`config.mk`:
```
export PLATFORM = sky130hd
export DESIGN_NAME = key_debounce
export DESIGN_NICKNAME = d
export VERILOG_FILES = /design/src/rtl/key_pkg.sv /design/src/rtl/key_debounce_ch.sv /design/src/rtl/key_debounce.sv
export SDC_FILE = /design/constraint.sdc
export NUM_CORES = 1
export LEC_CHECK = 0
export ABC_AREA = 1
export CAP_MARGIN = 25
export CORE_MARGIN = 2
export CORE_UTILIZATION = 62
export DETAILED_ROUTE_END_ITERATION = 8
export GPL_ROUTABILITY_DRIVEN = 0
export PLACE_DENSITY = 0.81
export SLEW_MARGIN = 20
export SYNTH_ARGS = -nofsm -noshare
export SYNTH_HDL_FRONTEND = slang
export SYNTH_SLANG_ARGS = --single-unit
```
`constraint.sdc`:
```
create_clock -name clk -period 4.1 [get_ports clk]
set_clock_uncertainty 0.2 [all_clocks]
set_input_delay 0.82 -clock clk [delete_from_list [all_inputs] [get_ports clk]]
set_output_delay 0.82 -clock clk [all_outputs]
set_load 0.02 [all_outputs]
```
`src/rtl/key_pkg.sv`:
```
// Shared definitions for the key debouncer: per-channel FSM encoding and
// helpers that turn clock frequency and hold time into counter terminal/width.
package key_pkg;

  localparam logic [1:0] ST_IDLE         = 2'd0;
  localparam logic [1:0] ST_PRESS_WAIT   = 2'd1;
  localparam logic [1:0] ST_PRESSED      = 2'd2;
  localparam logic [1:0] ST_RELEASE_WAIT = 2'd3;

  typedef enum logic [1:0] {
    IDLE         = ST_IDLE,
    PRESS_WAIT   = ST_PRESS_WAIT,
    PRESSED      = ST_PRESSED,
    RELEASE_WAIT = ST_RELEASE_WAIT
  } key_fsm_e;

  function automatic int calc_debounce_cyc(input int clk_freq, input int debounce_ms);
    return (clk_freq / 1000) * debounce_ms;
  endfunction

  // A one-cycle hold still needs a 1-bit counter to keep the port width legal.
  function automatic int calc_cnt_w(input int debounce_cyc);
    return (debounce_cyc < 2) ? 1 : $clog2(debounce_cyc);
  endfunction

endpackage

```
`src/rtl/key_debounce_ch.sv`:
```
// One debounce channel: 2-flop synchroniser, hold counter and a 4-state FSM
// producing a registered level plus single-cycle press/release pulses.
module key_debounce_ch
  import key_pkg::*;
#(
  parameter int DEBOUNCE_CYC = 5,
  parameter int CNT_W        = 3
) (
  input  logic clk,
  input  logic rst,
  input  logic key_n,
  output logic key_state,
  output logic key_press,
  output logic key_release
);

  localparam logic [CNT_W-1:0] CNT_LAST = CNT_W'(DEBOUNCE_CYC - 1);

  logic             r_sync1;
  logic             r_sync2;
  logic             w_lvl;
  key_fsm_e         r_state;
  key_fsm_e         w_state_next;
  logic [CNT_W-1:0] r_cnt;
  logic [CNT_W-1:0] w_cnt_next;
  logic             r_key_state;
  logic             w_key_state_next;
  logic             r_press;
  logic             w_press_next;
  logic             r_release;
  logic             w_release_next;

  // Synchroniser resets to the released level so a held key is re-debounced.
  always_ff @(posedge clk or posedge rst) begin
    if (rst) begin
      r_sync1 <= 1'b1;
      r_sync2 <= 1'b1;
    end else begin
      r_sync1 <= key_n;
      r_sync2 <= r_sync1;
    end
  end

  assign w_lvl = ~r_sync2;

  always_ff @(posedge clk or posedge rst) begin
    if (rst) begin
      r_state     <= IDLE;
      r_cnt       <= '0;
      r_key_state <= 1'b0;
      r_press     <= 1'b0;
      r_release   <= 1'b0;
    end else begin
      r_state     <= w_state_next;
      r_cnt       <= w_cnt_next;
      r_key_state <= w_key_state_next;
      r_press     <= w_press_next;
      r_release   <= w_release_next;
    end
  end

  always_comb begin
    w_state_next     = r_state;
    w_cnt_next       = r_cnt;
    w_key_state_next = r_key_state;
    w_press_next     = 1'b0;
    w_release_next   = 1'b0;
    case (r_state)
      IDLE: begin
        if (w_lvl) begin
          w_state_next = PRESS_WAIT;
          w_cnt_next   = '0;
        end
      end
      PRESS_WAIT: begin
        if (!w_lvl) begin
          w_state_next = IDLE;
        end else if (r_cnt == CNT_LAST) begin
          w_state_next     = PRESSED;
          w_press_next     = 1'b1;
          w_key_state_next = 1'b1;
        end else begin
          w_cnt_next = r_cnt + CNT_W'(1);
        end
      end
      PRESSED: begin
        // Counter is left untouched here, so a long hold cannot wrap it.
        if (!w_lvl) begin
          w_state_next = RELEASE_WAIT;
          w_cnt_next   = '0;
        end
      end
      RELEASE_WAIT: begin
        if (w_lvl) begin
          w_state_next = PRESSED;
        end else if (r_cnt == CNT_LAST) begin
          w_state_next     = IDLE;
          w_release_next   = 1'b1;
          w_key_state_next = 1'b0;
        end else begin
          w_cnt_next = r_cnt + CNT_W'(1);
        end
      end
    endcase
  end

  assign key_state   = r_key_state;
  assign key_press   = r_press;
  assign key_release = r_release;

endmodule

```
`src/rtl/key_debounce.sv`:
```
// Debouncer for NUM_KEYS active-low push-buttons; every key runs through its
// own independent channel, so simultaneous events give simultaneous pulses.
module key_debounce
  import key_pkg::*;
#(
  parameter int NUM_KEYS    = 4,
  parameter int CLK_FREQ    = 50_000_000,
  parameter int DEBOUNCE_MS = 20
) (
  input  logic                clk,
  input  logic                rst,
  input  logic [NUM_KEYS-1:0] key_n,
  output logic [NUM_KEYS-1:0] key_state,
  output logic [NUM_KEYS-1:0] key_press,
  output logic [NUM_KEYS-1:0] key_release
);

  localparam int DEBOUNCE_CYC = calc_debounce_cyc(CLK_FREQ, DEBOUNCE_MS);
  localparam int CNT_W        = calc_cnt_w(DEBOUNCE_CYC);

  generate
    for (genvar gi = 0; gi < NUM_KEYS; gi++) begin : g_ch
      key_debounce_ch #(
        .DEBOUNCE_CYC(DEBOUNCE_CYC),
        .CNT_W       (CNT_W)
      ) u_ch (
        .clk        (clk),
        .rst        (rst),
        .key_n      (key_n[gi]),
        .key_state  (key_state[gi]),
        .key_press  (key_press[gi]),
        .key_release(key_release[gi])
      );
    end
  endgenerate

endmodule

```
# After elaboration in Yosys (flattened, before gate mapping)
# Index checks and enable logic that the tools add are counted.
dict set report classes {
  addsub 4
  eq_ne 48
  muxes 92
  n_reduce_logical 20
}
# cell n
set ops {}
lappend ops {{20-bit 2-to-1 mux} 20}
lappend ops {{20-bit one-hot mux with 4 select lines} 4}
lappend ops {{20-bit by 1-bit adder with 20-bit output, second input constant} 4}
lappend ops {{20-bit == test, second input constant} 4}
lappend ops {{2-bit 2-to-1 mux} 24}
lappend ops {{1-bit 2-to-1 mux} 36}
lappend ops {{2-bit by 1-bit inequality test with 1-bit output, second input constant} 16}
lappend ops {{2-bit one-hot mux with 4 select lines} 4}
lappend ops {{4-bit AND reduction} 8}
lappend ops {{5-bit AND reduction} 4}
lappend ops {{2-bit == test, second input constant} 8}
lappend ops {{2-bit inequality test, second input constant} 8}
lappend ops {{3-bit by 1-bit inequality test with 1-bit output, second input constant} 4}
lappend ops {{3-bit inequality test, second input constant} 4}
lappend ops {{2-bit by 1-bit == test with 1-bit output, second input constant} 4}
lappend ops {{2-bit logical NOT} 4}
lappend ops {{1-bit one-hot mux with 2 select lines} 4}
lappend ops {{2-bit nonzero test} 4}
dict set report totals {
  ff_bits 108
  input_bits 6
}

# Logic depth before layout (Yosys ltp)
# Gate-level depths: netlist of the first run.
dict set report depth {
  ltp_word 4
  depth_mapped 10
}

# Cells and area by module
# Synthesis of the first run repeated with hierarchy kept, for this count alone.
dict set report unflattened {
  cells_unflattened 872
  hier_area_um2 6602.6
}
# mod instances cells_per_inst area_each_um2 seq_area_each_um2
set by_module_without_submodules {}
lappend by_module_without_submodules {{key_debounce_ch at g_ch[0].u_ch ...} 3 218 1640.3 678.2}
lappend by_module_without_submodules {{key_debounce_ch at g_ch[3].u_ch} 1 218 1681.6 678.2}

# Worst setup path before layout of the first run
# No wires, ideal clock.
dict set report synth_timing {
  path_kind {reg2reg}
  start {register g_ch[3].u_ch.r_cnt[0]}
  end {register g_ch[3].u_ch.r_cnt[16]}
  setup_ns 0.126
  arrival_time_ns 1.509
  required_ns 3.774
  path_slack_ns 2.265
  stages_incl_launch_ff 10
  n_path_buf 1
  path_cell_list {dfrtp_1 -> ha_1 -> nand2_2 -> nor2_4 -> inv_2 -> nor2_4 -> nand4_4 -> nand2_4 -> buf_6 -> o21ai_0}
}
dict set report synth_via {
  elab_chain_len 4
  word_cells_on_any_way 6
  cone_classes {add/sub: 1; eq/ne: 1; mux: 4}
}
# item line
set synth_rtl {}
lappend synth_rtl {{start, declared} key_debounce_ch.sv:24} ;# logic [CNT_W-1:0] r_cnt;
lappend synth_rtl {{start signal, assigned} key_debounce_ch.sv:55} ;# r_cnt <= w_cnt_next;
lappend synth_rtl {{20-bit by 1-bit adder with 20-bit output or 20-bit == test (tied branches)} -}
lappend synth_rtl {{20-bit 2-to-1 mux (*)} {key_debounce_ch.sv:78, key_debounce_ch.sv:96}}
lappend synth_rtl {{20-bit 2-to-1 mux (on tied branches)} {key_debounce_ch.sv:94, key_debounce_ch.sv:76}}
lappend synth_rtl {{20-bit one-hot mux with 4 select lines (*)} key_debounce_ch.sv:68} ;# case (r_state)
# Every way passes the cells marked *; elsewhere a longest branch is shown, timed or not. The select of a mux whose other input is x is not followed.
# A chain may end at the register's enable or synchronous reset.

# Final worst setup path of the first run
dict set report layout_timing {
  start {register g_ch[1].u_ch.r_cnt[0]}
  end {register g_ch[1].u_ch.r_cnt[7]}
}
dict set report layout_via {
  elab_chain_len 4
  word_cells_on_any_way 6
  cone_classes {add/sub: 1; eq/ne: 1; mux: 4}
}
# item line
set layout_rtl {}
lappend layout_rtl {{start, declared} key_debounce_ch.sv:24}
lappend layout_rtl {{start signal, assigned} key_debounce_ch.sv:55}
lappend layout_rtl {{20-bit by 1-bit adder with 20-bit output or 20-bit == test (tied branches)} -}
lappend layout_rtl {{20-bit 2-to-1 mux (*)} {key_debounce_ch.sv:78, key_debounce_ch.sv:96}}
lappend layout_rtl {{20-bit 2-to-1 mux (on tied branches)} {key_debounce_ch.sv:94, key_debounce_ch.sv:76}}
lappend layout_rtl {{20-bit one-hot mux with 4 select lines (*)} key_debounce_ch.sv:68}
# Marked as above.

==> results of run 1 <==
[flip-flops by register name, indices dropped and copies added (netlist names), named ones only]
signal	cells
g_ch.u_ch.key_press	4
g_ch.u_ch.key_release	4
g_ch.u_ch.key_state	4
g_ch.u_ch.r_cnt	80
g_ch.u_ch.r_state	4
g_ch.u_ch.r_sync1	4
g_ch.u_ch.r_sync2	4
[power groups by stage]
stage               Sequential, mW  Clock, mW  Combinational, mW
floorplan                     1.13          0             0.0890
global placement              1.14          0              0.107
detailed placement            1.14          0              0.111
CTS                           1.12      0.691              0.112
global route                  1.13      0.727              0.128
finish                        1.12      0.675              0.110
[per-stage QoR]
step / cell area (sq um) / std cells / hold WS (ps) / setup slack (ps) / util [%]
floorplan: 6300 / 874 / 145 / 248 / -
global placement: 6480 / 1003 / 146 / 1560 / 66.0
detailed placement: 6480 / 1003 / 147 / 1420 / 66.0
CTS: 6680 / 1019 / 155 / 1390 / 68.0
global route: 6680 / 1019 / 157 / 1020 / 68.0
finish: 6680 / 1019 / 145 / 1350 / 68.0
[worst max-delay path, stage by stage, from the launching register on]
cell and delay, ps:
dfrtp_1 420, ha_1 310, nand3_2 200, nor2_1 180, nand3_2 160, nand2_1 660
inv_1 280, nand2_1 120, o21ai_0 80
[logic make-up after synthesis]
logic type	Yosys count	share of synthesized area [%]
flops	108	43.1
simple gates	551	38.0
xor+xnor	26	3.62
buf+inv	101	7.31
compound gates	84	7.23
fa+ha+maj	4	0.795
[path summary, 6_finish.rpt]
kind / start / to / slack, ps / cells past startpoint
setup / recovery: g_ch[1].u_ch.r_cnt[0] / g_ch[1].u_ch.r_cnt[7] / 1350 / 8
hold / removal: g_ch[2].u_ch.r_sync1 / g_ch[2].u_ch.r_sync2 / 140 / 0
setup reg to reg: g_ch[1].u_ch.r_cnt[0] / g_ch[1].u_ch.r_cnt[7] / 1350 / 8
hold reg to reg: g_ch[2].u_ch.r_sync1 / g_ch[2].u_ch.r_sync2 / 140 / 0
max in group asynchronous: rst / g_ch[1].u_ch.r_sync2 / 2130 / 3
min in group asynchronous: rst / asynchronous set/reset pin / 690 / 2
[layout make-up]
cell class | instances | share of cell area, %
timing repair buffer | 19 | 2.77
clock buffer | 14 | 2.43
inverter | 78 | 4.42
multi-input combinational | 665 | 46.8
sequential | 108 | 40.6
tap | 133 | 2.49
clock inverter | 2 | 0.524
[metal layers]
layer	share of wire [%]	wire (um)
met4	2.3	317
met1	44	6000
met5	0	0
met3	5.0	670
met2	48	6530
[layout by cell type (no fill, tap or decap), drive strengths merged, types with 14 or more instances in the layout]
cell type | netlist | final
nand2 | 293 | 293
nor2 | 128 | 128
dfrtp | 100 | 100
nand3 | 88 | 88
o21ai | 79 | 79
inv | 78 | 78
nand4 | 21 | 21
xor2 | 17 | 17
clkdlybuf4s50 | 0 | 17
clkbuf | 3 | 14
==> impl_metrics.ini, run 1 <==
[power]
ir_worst_vdd_mv = 0.253
leakage_nw = 2.80
netSwitchingPower_mw = 0.472
switching_share_pct = 24.7
finalPower_mw = 1.91
internal_power_mw = 1.44
power_density_nw_per_um2 = 286
combPwrFrac_pct = 5.8
clockPowerShare_pct = 35.4
p_seq_share_pct = 58.9

[worst_setup_path]
path_max_fanout = 31
cp-end-kind = flop
worstPathRequired_ps = 4160
worstSetupStartpointType = flop
path_class = reg -> reg
cp.arrival_ps = 2800

[grt]
grtUsageMet2_pct = 41.9
antenna_found_initial = 0
grt_use_met3_pct = 5.30
use_met1_pct = 34.0
grt_pass1_vias = 5403
top_usage_layer = met2
track_usage_pct = 26.0
grt_pass1_wl_um = 23700
grt-ovfl-total = 0
grt_max_degree = 60

[finish]
area_delta_synth_final_pct = 6.10
drive_gt1_share_pct = 6.32
n_fill_cell = 888
ff_latch_area_sq_um = 2710
n_antenna_cell = 0
multi_input_comb_area_sq_um = 3120
nNetsFinal = 891

[sta]
setup_violations = 0
setup_tns_ps = 0
final-hold-violation-count = 0
drv_slew = 0
fin_crit_sh_pct = 67.0
fmax_ghz = 0.364
worst_pin_slew_ps = 843
rsz0062_at_grt = false
slew_headroom_pct = 43.7
period_needed_ps = 2750

[logic_synthesis]
synth_cells = 874
synth_area_sq_um = 6300
synth-seq-area-share_pct = 43.1
yosysTopAreaCell = dfrtp_1
avgSynthCellArea_sq_um = 7.21
ys_top_cells_by_area = dfrtp_1 (40%), nand2_1 (17%), nor2_1 (7.2%), nand3_1 (6.6%), o21ai_0 (5.2%)
synth_ff_type = dfrtp_1
ys_ff_latch = 108
ys_warn_count = 0
synth_edf_count = 0
async_reset_ff_share_pct = 100
yosys-top-cells-count = nand2_1 (288), nor2_1 (120), dfrtp_1 (100)
synth_top_area_share_pct = 39.7
synth.most_common_cell = nand2_1
postSynthNetCount = 884
ys_types = 36

[detailed_routing]
drc_errors = 0
num_vias = 5633
via_per_inst = 5.53
drt_iter0_drc = 297
ant_nets = 0
firstDrtPassIters = 5
wl_per_cell_um = 13.3
drt-total-wl_um = 13500

[floorplanning]
io_pins = 18
rows = 36
die_w_um = 105
die-area_sq_um = 11000
start_util_pct = 64.1
die_y_um = 105
coreArea_sq_um = 9820

[place]
post-dp-hpwl_um = 9710
portBuffers = 17

[hold_path]
hp-class = reg -> reg

[clocking]
cts_made_buffers = 9
cts_tree = yes
cts_resized = 0
clockBufferDepth = 2
h-tree-depth = 3
hold_buffers = 0
path_clk_slew_ps = 100
clock-sinks = 108
insertion_delay_ps = 380
cts_root_buffer = clkbuf_8
post-cts-setup-buffers = 0

[job]
drv_cap = 0

[outcome]
outcome = finished clean
(Power assumes the default switching activity.)
==> inputs of run 2 (changes only) <==
--- a/config.mk
+++ b/config.mk
@@ -8,10 +8,10 @@
 export ABC_AREA = 1
 export CAP_MARGIN = 25
 export CORE_MARGIN = 2
-export CORE_UTILIZATION = 62
+export CORE_UTILIZATION = 56
 export DETAILED_ROUTE_END_ITERATION = 8
 export GPL_ROUTABILITY_DRIVEN = 0
-export PLACE_DENSITY = 0.81
+export PLACE_DENSITY = 0.77
 export SLEW_MARGIN = 20
 export SYNTH_ARGS = -nofsm -noshare
 export SYNTH_HDL_FRONTEND = slang
==> constraint.sdc (replaced) <==
create_clock -name clk -period 2.4 [get_ports clk]
set_clock_uncertainty 0.2 [all_clocks]
set_input_delay 0.48 -clock clk [delete_from_list [all_inputs] [get_ports clk]]
set_output_delay 0.48 -clock clk [all_outputs]
set_load 0.02 [all_outputs]
==> impl_metrics.ini, run 2 (synthesis gave the netlist of run 1 again) <==
[grt]
grt_max_degree = 50
grt_pass1_vias = 4922
antenna_found_initial = 0
grt-ovfl-total = 0
grt_pass1_wl_um = 22300
track_usage_pct = 23.4

[finish]
area_delta_synth_final_pct = 7.53
ff_latch_area_sq_um = 2710
n_antenna_cell = 0
final_common_cell = nand2_1
n_fill_cell = 969
multi_input_comb_area_sq_um = 3120
largest_register = g_ch.u_ch.r_cnt
nNetsFinal = 902
drive_gt1_share_pct = 7.58
layout_common_cells = nand2_1 (288), nor2_1 (120), dfrtp_1 (100)
largest_reg_flops = 80

[sta]
drv_slew = 0
period_needed_ps = 2150
slew_headroom_pct = 71.2
worst_pin_slew_ps = 429
setup_violations = 0
rsz0062_at_grt = false
final-hold-violation-count = 0
fin_crit_sh_pct = 89.4
setup_tns_ps = 0
fmax_ghz = 0.466

[detailed_routing]
firstDrtPassIters = 5
ant_nets = 0
via_per_inst = 5.20
drc_errors = 0
wl_per_cell_um = 12.5
drt_iter0_drc = 365
drt-total-wl_um = 13000
num_vias = 5393

[power]
leakage_nw = 2.83
combPwrFrac_pct = 6.9
ir_worst_vdd_mv = 0.386
finalPower_mw = 3.17
netSwitchingPower_mw = 0.803
internal_power_mw = 2.37
p_seq_share_pct = 60.1
switching_share_pct = 25.3
clockPowerShare_pct = 33.0
power_density_nw_per_um2 = 468

[floorplanning]
coreArea_sq_um = 10900
die_y_um = 110
die_w_um = 110
start_util_pct = 57.8
rows = 38
io_pins = 18
die-area_sq_um = 12100

[clocking]
hold_buffers = 0
cts_tree = yes
h-tree-depth = 3
insertion_delay_ps = 380
clockBufferDepth = 2
clock-sinks = 108
post-cts-setup-buffers = 0
cts_made_buffers = 9
cts_resized = 0
path_clk_slew_ps = 100
cts_root_buffer = clkbuf_8

[hold_path]
hp-class = reg -> reg

[place]
portBuffers = 17
post-dp-hpwl_um = 9750

[worst_setup_path]
cp.arrival_ps = 2210
path_max_fanout = 8
path_class = reg -> reg
worstSetupStartpointType = flop
worstPathRequired_ps = 2470
cp-end-kind = flop

[job]
drv_cap = 0

[outcome]
outcome = finished clean
## run 2: cell types whose count changed in the layout (fill, tap and decap cells not counted)
cell,before,now
clkinv_2,1,0
clkinvlp_4,0,3
buf_4,2,12
bufinv_16,1,0
clkbuf_1,3,2
buf_12,0,1
clkinv_4,0,1
inv_4,1,0
## run 2: cell type report
type | count | share of cell area [%]
multi-input combinational | 665 | 46.1
timing repair buffer | 30 | 4.14
clock inverter | 3 | 0.351
tap | 140 | 2.59
inverter | 78 | 4.38
sequential | 108 | 40.1
clock buffer | 13 | 2.35
## run 2: final timing paths
kind | from | endpoint | slack, ps | cells after the start
min in group asynchronous | rst | g_ch[1].u_ch.key_state | 230 | 2
min reg2reg | g_ch[0].u_ch.r_sync1 | g_ch[0].u_ch.r_sync2 | 160 | 0
min | g_ch[0].u_ch.r_sync1 | g_ch[0].u_ch.r_sync2 | 160 | 0
max in group asynchronous | rst | g_ch[3].u_ch.r_sync1 | 1160 | 3
max | g_ch[1].u_ch.r_cnt[0] | g_ch[1].u_ch.r_cnt[7] | 250 | 8
max reg2reg | g_ch[1].u_ch.r_cnt[0] | g_ch[1].u_ch.r_cnt[7] | 250 | 8
## run 2: metal layers
| layer | share of wire (%) | GRT usage, % | routed length (um) |
|---|---|---|---|
| met2 | 46 | 36.3 | 6010 |
| met3 | 4.1 | 5.23 | 527 |
| met1 | 48 | 32.4 | 6280 |
| met4 | 1.2 | 7.96 | 157 |
| met5 | 0 | 0 | 0 |
## run 2: power by group through the flow
stage / clock network, mW / logic (mW) / registers, mW
3_3_place_gp: 0 / 0.220 / 1.94
2_1_floorplan: 0 / 0.152 / 1.93
3_5_place_dp: 0 / 0.221 / 1.94
4_1_cts: 1.10 / 0.222 / 1.91
5_1_grt: 1.16 / 0.253 / 1.91
6_report: 1.05 / 0.219 / 1.91
## run 2: critical path, cell delays in order, from the launching register on
cell and delay (ps):
dfrtp_1 420, ha_1 310, nand3_2 190, nor2_1 180, nand3_2 170, nand2_1 230
inv_1 160, nand2_1 90, o21ai_0 70
## run 2: stage by stage
| step | util (%) | cell area [sq um] | std cells | setup WS (ps) | hold WS [ps] |
|---|---|---|---|---|---|
| after global placement | 60.5 | 6590 | 1021 | 283 | 145 |
| after CTS | 62.2 | 6770 | 1037 | 251 | 162 |
| after detailed placement | 60.5 | 6590 | 1021 | 273 | 147 |
| after floorplan | - | 6300 | 874 | 425 | 145 |
| after global routing | 62.2 | 6770 | 1037 | 70.0 | 166 |
| final | 62.2 | 6770 | 1037 | 255 | 161 |
